### src/rtl/yoda_ima_pkg.sv
// Shared defaults and FSM encoding for the pixel stream scanner.
package yoda_ima_pkg;

    localparam int DEF_IMG_W = 320;
    localparam int DEF_IMG_H = 240;
    localparam int DEF_PIX_W = 12;

    typedef logic [1:0] scan_state_t;

    localparam scan_state_t ST_IDLE  = 2'd0;
    localparam scan_state_t ST_RUN   = 2'd1;
    localparam scan_state_t ST_DRAIN = 2'd2;

endpackage

### src/rtl/pixel_stream_scanner_scan_counter.sv
// Row/column raster counter with end-of-row and end-of-frame flags.
module scan_counter
    import yoda_ima_pkg::*;
#(
    parameter int IMG_W = DEF_IMG_W,
    parameter int IMG_H = DEF_IMG_H,
    parameter int COL_W = 9,
    parameter int ROW_W = 8
) (
    input  logic             clk,
    input  logic             rst,
    input  logic             clear,
    input  logic             step,
    output logic [ROW_W-1:0] row,
    output logic [COL_W-1:0] col,
    output logic             last_col,
    output logic             last_addr
);

    logic [ROW_W-1:0] row_q, row_d;
    logic [COL_W-1:0] col_q, col_d;

    always_comb begin
        last_col  = (col_q == COL_W'(IMG_W - 1));
        last_addr = last_col && (row_q == ROW_W'(IMG_H - 1));
        row_d     = row_q;
        col_d     = col_q;
        if (clear) begin
            row_d = '0;
            col_d = '0;
        end else if (step) begin
            // Wrap to (0,0) after the last address; the FSM decides whether it is used.
            if (last_col) begin
                col_d = '0;
                row_d = last_addr ? '0 : row_q + ROW_W'(1);
            end else begin
                col_d = col_q + COL_W'(1);
            end
        end
    end

    always_ff @(posedge clk or posedge rst) begin
        if (rst) begin
            row_q <= '0;
            col_q <= '0;
        end else begin
            row_q <= row_d;
            col_q <= col_d;
        end
    end

    assign row = row_q;
    assign col = col_q;

endmodule

### src/rtl/pixel_stream_scanner.sv
// Raster-scans a pixel ROM and streams pixels over a valid/ready handshake.
// Optional SCAN_CHECKSUM_EN adds frame_sum, the XOR of each completed frame.
module pixel_stream_scanner
    import yoda_ima_pkg::*;
#(
    parameter int IMG_W = DEF_IMG_W,
    parameter int IMG_H = DEF_IMG_H,
    parameter int PIX_W = DEF_PIX_W,
    parameter int COL_W = 9,
    parameter int ROW_W = 8
) (
    input  logic             clk,
    input  logic             rst,
    input  logic             start,
    input  logic             continuous,
    output logic [ROW_W-1:0] rom_row,
    output logic [COL_W-1:0] rom_col,
    input  logic [PIX_W-1:0] rom_data,
    output logic [PIX_W-1:0] pixel_out,
    output logic [ROW_W-1:0] pix_row,
    output logic [COL_W-1:0] pix_col,
    output logic             out_valid,
    input  logic             out_ready,
    output logic             sof,
    output logic             eol,
    output logic             eof,
    output logic             busy,
    output logic             frame_done
`ifdef SCAN_CHECKSUM_EN
    ,
    output logic [PIX_W-1:0] frame_sum
`endif
);

    scan_state_t state_q, state_d;
    logic stall, issue, xfer, eof_xfer, cnt_clear;
    logic [ROW_W-1:0] cnt_row;
    logic [COL_W-1:0] cnt_col;
    logic last_col, last_addr;

    logic             s1_valid_q, s1_valid_d, s1_sof_q, s1_sof_d;
    logic             s1_eol_q, s1_eol_d, s1_eof_q, s1_eof_d;
    logic [ROW_W-1:0] s1_row_q, s1_row_d;
    logic [COL_W-1:0] s1_col_q, s1_col_d;

    logic [PIX_W-1:0] pix_q, pix_d;
    logic [ROW_W-1:0] row_q, row_d;
    logic [COL_W-1:0] col_q, col_d;
    logic valid_q, valid_d, sof_q, sof_d, eol_q, eol_d, eof_q, eof_d;
    logic done_q, done_d;

    scan_counter #(
        .IMG_W(IMG_W),
        .IMG_H(IMG_H),
        .COL_W(COL_W),
        .ROW_W(ROW_W)
    ) u_cnt (
        .clk      (clk),
        .rst      (rst),
        .clear    (cnt_clear),
        .step     (issue),
        .row      (cnt_row),
        .col      (cnt_col),
        .last_col (last_col),
        .last_addr(last_addr)
    );

    always_comb begin
        stall     = valid_q && !out_ready;
        xfer      = valid_q && out_ready;
        eof_xfer  = xfer && eof_q;
        issue     = (state_q == ST_RUN) && !stall;
        cnt_clear = (state_q == ST_IDLE) && start;

        state_d = state_q;
        case (state_q)
            ST_IDLE:  if (start) state_d = ST_RUN;
            ST_RUN:   if (issue && last_addr && !continuous) state_d = ST_DRAIN;
            ST_DRAIN: if (eof_xfer) state_d = ST_IDLE;
            default:  state_d = ST_IDLE;
        endcase

        // While stalled, re-address the stage-1 pixel so rom_data is valid on release.
        rom_row = stall ? s1_row_q : cnt_row;
        rom_col = stall ? s1_col_q : cnt_col;

        s1_valid_d = s1_valid_q;
        s1_row_d   = s1_row_q;
        s1_col_d   = s1_col_q;
        s1_sof_d   = s1_sof_q;
        s1_eol_d   = s1_eol_q;
        s1_eof_d   = s1_eof_q;
        pix_d      = pix_q;
        row_d      = row_q;
        col_d      = col_q;
        valid_d    = valid_q;
        sof_d      = sof_q;
        eol_d      = eol_q;
        eof_d      = eof_q;
        if (!stall) begin
            s1_valid_d = issue;
            s1_row_d   = cnt_row;
            s1_col_d   = cnt_col;
            s1_sof_d   = issue && (cnt_row == '0) && (cnt_col == '0);
            s1_eol_d   = issue && last_col;
            s1_eof_d   = issue && last_addr;
            pix_d      = rom_data;
            row_d      = s1_row_q;
            col_d      = s1_col_q;
            valid_d    = s1_valid_q;
            sof_d      = s1_sof_q;
            eol_d      = s1_eol_q;
            eof_d      = s1_eof_q;
        end
        done_d = eof_xfer;
    end

    always_ff @(posedge clk or posedge rst) begin
        if (rst) begin
            state_q    <= ST_IDLE;
            s1_valid_q <= 1'b0;
            s1_row_q   <= '0;
            s1_col_q   <= '0;
            s1_sof_q   <= 1'b0;
            s1_eol_q   <= 1'b0;
            s1_eof_q   <= 1'b0;
            pix_q      <= '0;
            row_q      <= '0;
            col_q      <= '0;
            valid_q    <= 1'b0;
            sof_q      <= 1'b0;
            eol_q      <= 1'b0;
            eof_q      <= 1'b0;
            done_q     <= 1'b0;
        end else begin
            state_q    <= state_d;
            s1_valid_q <= s1_valid_d;
            s1_row_q   <= s1_row_d;
            s1_col_q   <= s1_col_d;
            s1_sof_q   <= s1_sof_d;
            s1_eol_q   <= s1_eol_d;
            s1_eof_q   <= s1_eof_d;
            pix_q      <= pix_d;
            row_q      <= row_d;
            col_q      <= col_d;
            valid_q    <= valid_d;
            sof_q      <= sof_d;
            eol_q      <= eol_d;
            eof_q      <= eof_d;
            done_q     <= done_d;
        end
    end

    assign pixel_out  = pix_q;
    assign pix_row    = row_q;
    assign pix_col    = col_q;
    assign out_valid  = valid_q;
    assign sof        = sof_q;
    assign eol        = eol_q;
    assign eof        = eof_q;
    assign busy       = (state_q != ST_IDLE);
    assign frame_done = done_q;

`ifdef SCAN_CHECKSUM_EN
    logic [PIX_W-1:0] acc_q, acc_d, sum_q, sum_d;

    always_comb begin
        acc_d = acc_q;
        sum_d = sum_q;
        if (xfer) begin
            acc_d = acc_q ^ pix_q;
            if (eof_q) begin
                sum_d = acc_d;
                acc_d = '0;
            end
        end
    end

    always_ff @(posedge clk or posedge rst) begin
        if (rst) begin
            acc_q <= '0;
            sum_q <= '0;
        end else begin
            acc_q <= acc_d;
            sum_q <= sum_d;
        end
    end

    assign frame_sum = sum_q;
`endif

endmodule

### config.mk
export PLATFORM = sky130hd
export DESIGN_NAME = pixel_stream_scanner
export DESIGN_NICKNAME = d
export VERILOG_FILES = /design/src/rtl/yoda_ima_pkg.sv /design/src/rtl/pixel_stream_scanner_scan_counter.sv /design/src/rtl/pixel_stream_scanner.sv
export SDC_FILE = /design/constraint.sdc
export NUM_CORES = 1
export LEC_CHECK = 0
export ABC_AREA = 1
export BUFFER_PORTS_ARGS = -buffer_cell sky130_fd_sc_hd__buf_2
export CORE_MARGIN = 2
export CORE_UTILIZATION = 50
export DETAILED_ROUTE_END_ITERATION = 8
export PLACE_DENSITY_LB_ADDON = 0.1
export SETUP_SLACK_MARGIN = 0.05
export SLEW_MARGIN = 30
export SYNTH_ARGS = -nofsm -noshare
export SYNTH_HDL_FRONTEND = slang
export SYNTH_SLANG_ARGS = --single-unit
### constraint.sdc
create_clock -name clk -period 2.5 [get_ports clk]
set_clock_uncertainty 0.1 [all_clocks]
set_input_delay 0.25 -clock clk [delete_from_list [all_inputs] [get_ports clk]]
set_output_delay 0.25 -clock clk [all_outputs]
set_load 0.02 [all_outputs]
==> flow_results.xml <==
<?xml version="1.0" encoding="UTF-8"?>
<metrics>
  <group name="run_status">
    <metric name="status" unit="">finished, final reports clean</metric>
  </group>
  <group name="clock_tree">
    <metric name="cts-buffers-inserted" unit="">9</metric>
    <metric name="worst_skew_pair.late_latency" unit="ns">0.34</metric>
    <metric name="cts_root_buffer" unit="">sky130_fd_sc_hd__clkbuf_8</metric>
    <metric name="tritoncts" unit="">yes</metric>
    <metric name="post-cts-setup-buffers" unit="">0</metric>
    <metric name="cts-root-to-sink-buffers" unit="">2</metric>
    <metric name="clkSlewWorstSetupHoldPaths" unit="ns">0.08</metric>
    <metric name="cts.hold.buffers_added" unit="">11</metric>
    <metric name="cts_htree_levels" unit="">3</metric>
    <metric name="clkSinkCount" unit="">74</metric>
    <metric name="post_cts_resize_count" unit="">0</metric>
  </group>
  <group name="synthesis">
    <metric name="part_of_the_yosys_area_used_for_sequential_elements" unit="%">57.0</metric>
    <metric name="synth_top_cells_by_area" unit="">sky130_fd_sc_hd__dfrtp_1 (57%), sky130_fd_sc_hd__nand2_1 (20%), sky130_fd_sc_hd__inv_1 (4.3%)</metric>
    <metric name="ys.flop_type" unit="">sky130_fd_sc_hd__dfrtp_1</metric>
    <metric name="synth_enable_flop_cells" unit="">0</metric>
    <metric name="ys_top_cells_by_count" unit="">sky130_fd_sc_hd__nand2_1 (172), sky130_fd_sc_hd__dfrtp_1 (74), sky130_fd_sc_hd__inv_1 (37), sky130_fd_sc_hd__nor2_1 (23), sky130_fd_sc_hd__o21ai_0 (22)</metric>
    <metric name="syn-num-nets" unit="">412</metric>
    <metric name="postSynth.asyncResetShare" unit="%">100</metric>
    <metric name="synth_warnings" unit="">0</metric>
    <metric name="ys_seq_elements" unit="">74</metric>
    <metric name="most_frequent_cell_after_synthesis" unit="">sky130_fd_sc_hd__nand2_1</metric>
    <metric name="netlist_area_before_placement" unit="sq mm">0.00325</metric>
    <metric name="postSynthCellCount" unit="">391</metric>
    <metric name="synth_top_cell_area_share" unit="%">57.0</metric>
    <metric name="post-synth-top-area-cell" unit="">sky130_fd_sc_hd__dfrtp_1</metric>
    <metric name="synth_cell_type_count" unit="">26</metric>
    <metric name="per_instance_average_area_after_synthesis" unit="sq um">8.31</metric>
  </group>
  <group name="floorplanning">
    <metric name="core" unit="sq mm">0.00631</metric>
    <metric name="floorplan.rows" unit="">29</metric>
    <metric name="ios" unit="">69</metric>
    <metric name="die_y" unit="um">84.6</metric>
    <metric name="initial_utilization" unit="%">51.5</metric>
    <metric name="die_w" unit="um">84.6</metric>
    <metric name="die_area" unit="sq mm">0.00716</metric>
  </group>
  <group name="timing">
    <metric name="fin_crit_sh" unit="%">83.4</metric>
    <metric name="report.final.slew_viol_count" unit="">0</metric>
    <metric name="fmax" unit="GHz">0.479</metric>
    <metric name="slew_headroom" unit="%">72.2</metric>
    <metric name="final.setup.tns" unit="ns">0</metric>
    <metric name="final_hold_viol_count" unit="">0</metric>
    <metric name="rsz0062_at_grt" unit="">no</metric>
    <metric name="timing_worst_slew_pin_value" unit="ns">0.417</metric>
    <metric name="finalSetupViolCount" unit="">0</metric>
    <metric name="period_minus_slack" unit="ns">2.09</metric>
  </group>
  <group name="flow_run">
    <metric name="maxCapViolCount" unit="">0</metric>
  </group>
  <group name="critical_path">
    <metric name="required" unit="ns">2.15</metric>
    <metric name="reg2reg_from" unit="">u_cnt.row[0]$_DFFE_PP0P_</metric>
    <metric name="worst-r2r-setup-slack" unit="ns">0.76</metric>
    <metric name="cp-startpoint" unit="">out_valid$_DFFE_PP0N_</metric>
    <metric name="timing_worst_setup_path_type" unit="">register to output port</metric>
    <metric name="critical_path_peak_fanout" unit="">45</metric>
    <metric name="worst_r2r_path_depth" unit="">10</metric>
    <metric name="endpoint" unit="">rom_col[4]</metric>
    <metric name="rr_endpoint" unit="">u_cnt.row[3]$_DFFE_PP0P_</metric>
    <metric name="crit_arrival" unit="ns">1.74</metric>
    <metric name="timing.critical_path.to_type" unit="">output port</metric>
    <metric name="setup.worst_path.start_class" unit="">register</metric>
  </group>
  <group name="cells_and_area">
    <metric name="total_nets_final" unit="">495</metric>
    <metric name="fin_area" unit="sq mm">0.00399</metric>
    <metric name="multiInputGateArea" unit="sq mm">0.00119</metric>
    <metric name="syn2layout_area_growth" unit="%">22.8</metric>
    <metric name="antenna_cells_inserted" unit="">0</metric>
    <metric name="fill_cells" unit="">587</metric>
    <metric name="sequential_cell_area" unit="sq mm">0.00185</metric>
    <metric name="post_route_cells_drive_above_1_share" unit="%">20.7</metric>
  </group>
  <group name="detailed_routing">
    <metric name="remaining_drc_errors" unit="">0</metric>
    <metric name="detailroute.via_count" unit="">2701</metric>
    <metric name="detail-route-antenna-nets" unit="">0</metric>
    <metric name="drt-total-wl" unit="um">6890</metric>
    <metric name="routed_via_density" unit="">4.86</metric>
    <metric name="drt_iter0_drc" unit="">196</metric>
    <metric name="post_drt_wl_per_cell" unit="um">12.4</metric>
    <metric name="drt_pass1_iterations" unit="">5</metric>
  </group>
  <group name="place">
    <metric name="dpl.hpwl" unit="um">4840</metric>
    <metric name="place_area" unit="sq mm">0.00366</metric>
    <metric name="io_buffer_count" unit="">68</metric>
    <metric name="gp_congestion" unit="">0.847</metric>
  </group>
  <group name="power">
    <metric name="power.leakage" unit="nW">2.13</metric>
    <metric name="p_per_area" unit="mW/mm^2">575</metric>
    <metric name="vdd_ir_drop_max" unit="mV">0.311</metric>
  </group>
  <group name="grt">
    <metric name="global_route.usage.total" unit="%">21.1</metric>
    <metric name="overflow" unit="">0</metric>
    <metric name="pin_count_of_the_biggest_net_entering_global_routing" unit="">46</metric>
    <metric name="wire_length_of_the_first_global_routing_pass" unit="um">12000</metric>
    <metric name="antenna_found_initial" unit="">0</metric>
    <metric name="first_global_vias" unit="">2618</metric>
  </group>
  <group name="min_path">
    <metric name="holdCritPathClass" unit="">primary input to register</metric>
    <metric name="worstHoldStart" unit="">rom_data[4]</metric>
  </group>
</metrics>
==> cell families after synthesis <==
group                    share of synthesized area (%)
AND/OR/NAND/NOR                                   29.4
flip-flops                                        57.0
buffers and inverters                             6.43
AO/OA/AOI/OAI                                     5.08
adder cells (fa/ha/maj)                           1.54
XOR/XNOR                                         0.539
==> flip-flops by register name, summed over array words and instances (netlist names) <==
signal / count
eof: 1
eol: 1
frame_done: 1
out_valid: 1
pix_col: 9
pix_row: 8
pixel_out: 12
s1_col_q: 9
s1_eof_q: 1
s1_eol_q: 1
s1_row_q: 8
s1_sof_q: 1
s1_valid_q: 1
sof: 1
state_q: 2
u_cnt.col: 9
u_cnt.row: 8
==> metrics by stage <==
step	worst slack (ns)	std cells	hold slack, ns	total power, W	utilization (%)
6_report	0.414	556	0.0156	0.00229	63.2
3_3_place_gp	0.791	529	0.117	0.00131	58.0
3_5_place_dp	0.760	529	0.115	0.00131	58.0
2_1_floorplan	0.268	391	0.267	0.00127	-
4_1_cts	0.381	556	0.000842	0.00233	63.2
5_1_grt	0.283	556	0.0168	0.00239	63.2
==> final cells by class <==
class	count	area share, %
timing repair buffer	85	12.4
tap	77	2.42
inverter	37	3.48
multi-input combinational	267	29.8
clock buffer	9	3.11
sequential	74	46.4
clock inverter	7	2.35
==> how the worst min path moves through the flow <==
stage	end	slack, ns	cells past startpoint
after global routing	pixel_out[8]$_DFFE_PP0N_	0.02	3
after detailed placement	s1_col_q[5]$_DFF_PP0_	0.12	2
after floorplan	pixel_out[0]$_DFFE_PP0N_	0.27	2
final	pixel_out[4]$_DFFE_PP0N_	0.02	3
after CTS	pixel_out[8]$_DFFE_PP0N_	0.0008	3
after global placement	s1_col_q[5]$_DFF_PP0_	0.12	2
==> routing by layer <==
metal / vias up / track usage [%] / routed length, um
met2: 59 / 31.7 / 3090
met4: 0 / 9.24 / 141
li1: 1380 / - / -
met5: - / 0 / 0
met1: 1250 / 29.9 / 3390
met3: 12 / 4.33 / 270
==> worst max-delay path, stage by stage (launching register included) <==
cell and delay, ns:
sky130_fd_sc_hd__dfrtp_1 0.40, sky130_fd_sc_hd__nand2_1 0.12, sky130_fd_sc_hd__inv_2 0.05, sky130_fd_sc_hd__buf_4 0.24, sky130_fd_sc_hd__o21ai_0 0.33, sky130_fd_sc_hd__buf_2 0.23
==> power by group <==
group / leakage (nW) / switching (W) / internal, W
sequential: 0.876 / 0.00000489 / 0.00121
combinational: 1.15 / 0.0000503 / 0.0000336
clock: 0.105 / 0.000440 / 0.000559
total: 2.13 / 0.000495 / 0.00180
==> cells in the final DEF (no fill, tap or decap), types with 4 or more instances in the layout <==
cell and n:
sky130_fd_sc_hd__a21oi_1 4, sky130_fd_sc_hd__buf_2 68, sky130_fd_sc_hd__buf_4 6, sky130_fd_sc_hd__clkbuf_8 9, sky130_fd_sc_hd__dfrtp_1 74, sky130_fd_sc_hd__dlygate4sd3_1 11, sky130_fd_sc_hd__ha_1 4, sky130_fd_sc_hd__inv_1 35
sky130_fd_sc_hd__nand2_1 172, sky130_fd_sc_hd__nand3_1 15, sky130_fd_sc_hd__nand4_1 6, sky130_fd_sc_hd__nor2_1 23, sky130_fd_sc_hd__nor3_1 6, sky130_fd_sc_hd__o21ai_0 22
Power figures use the tool's default switching activity.
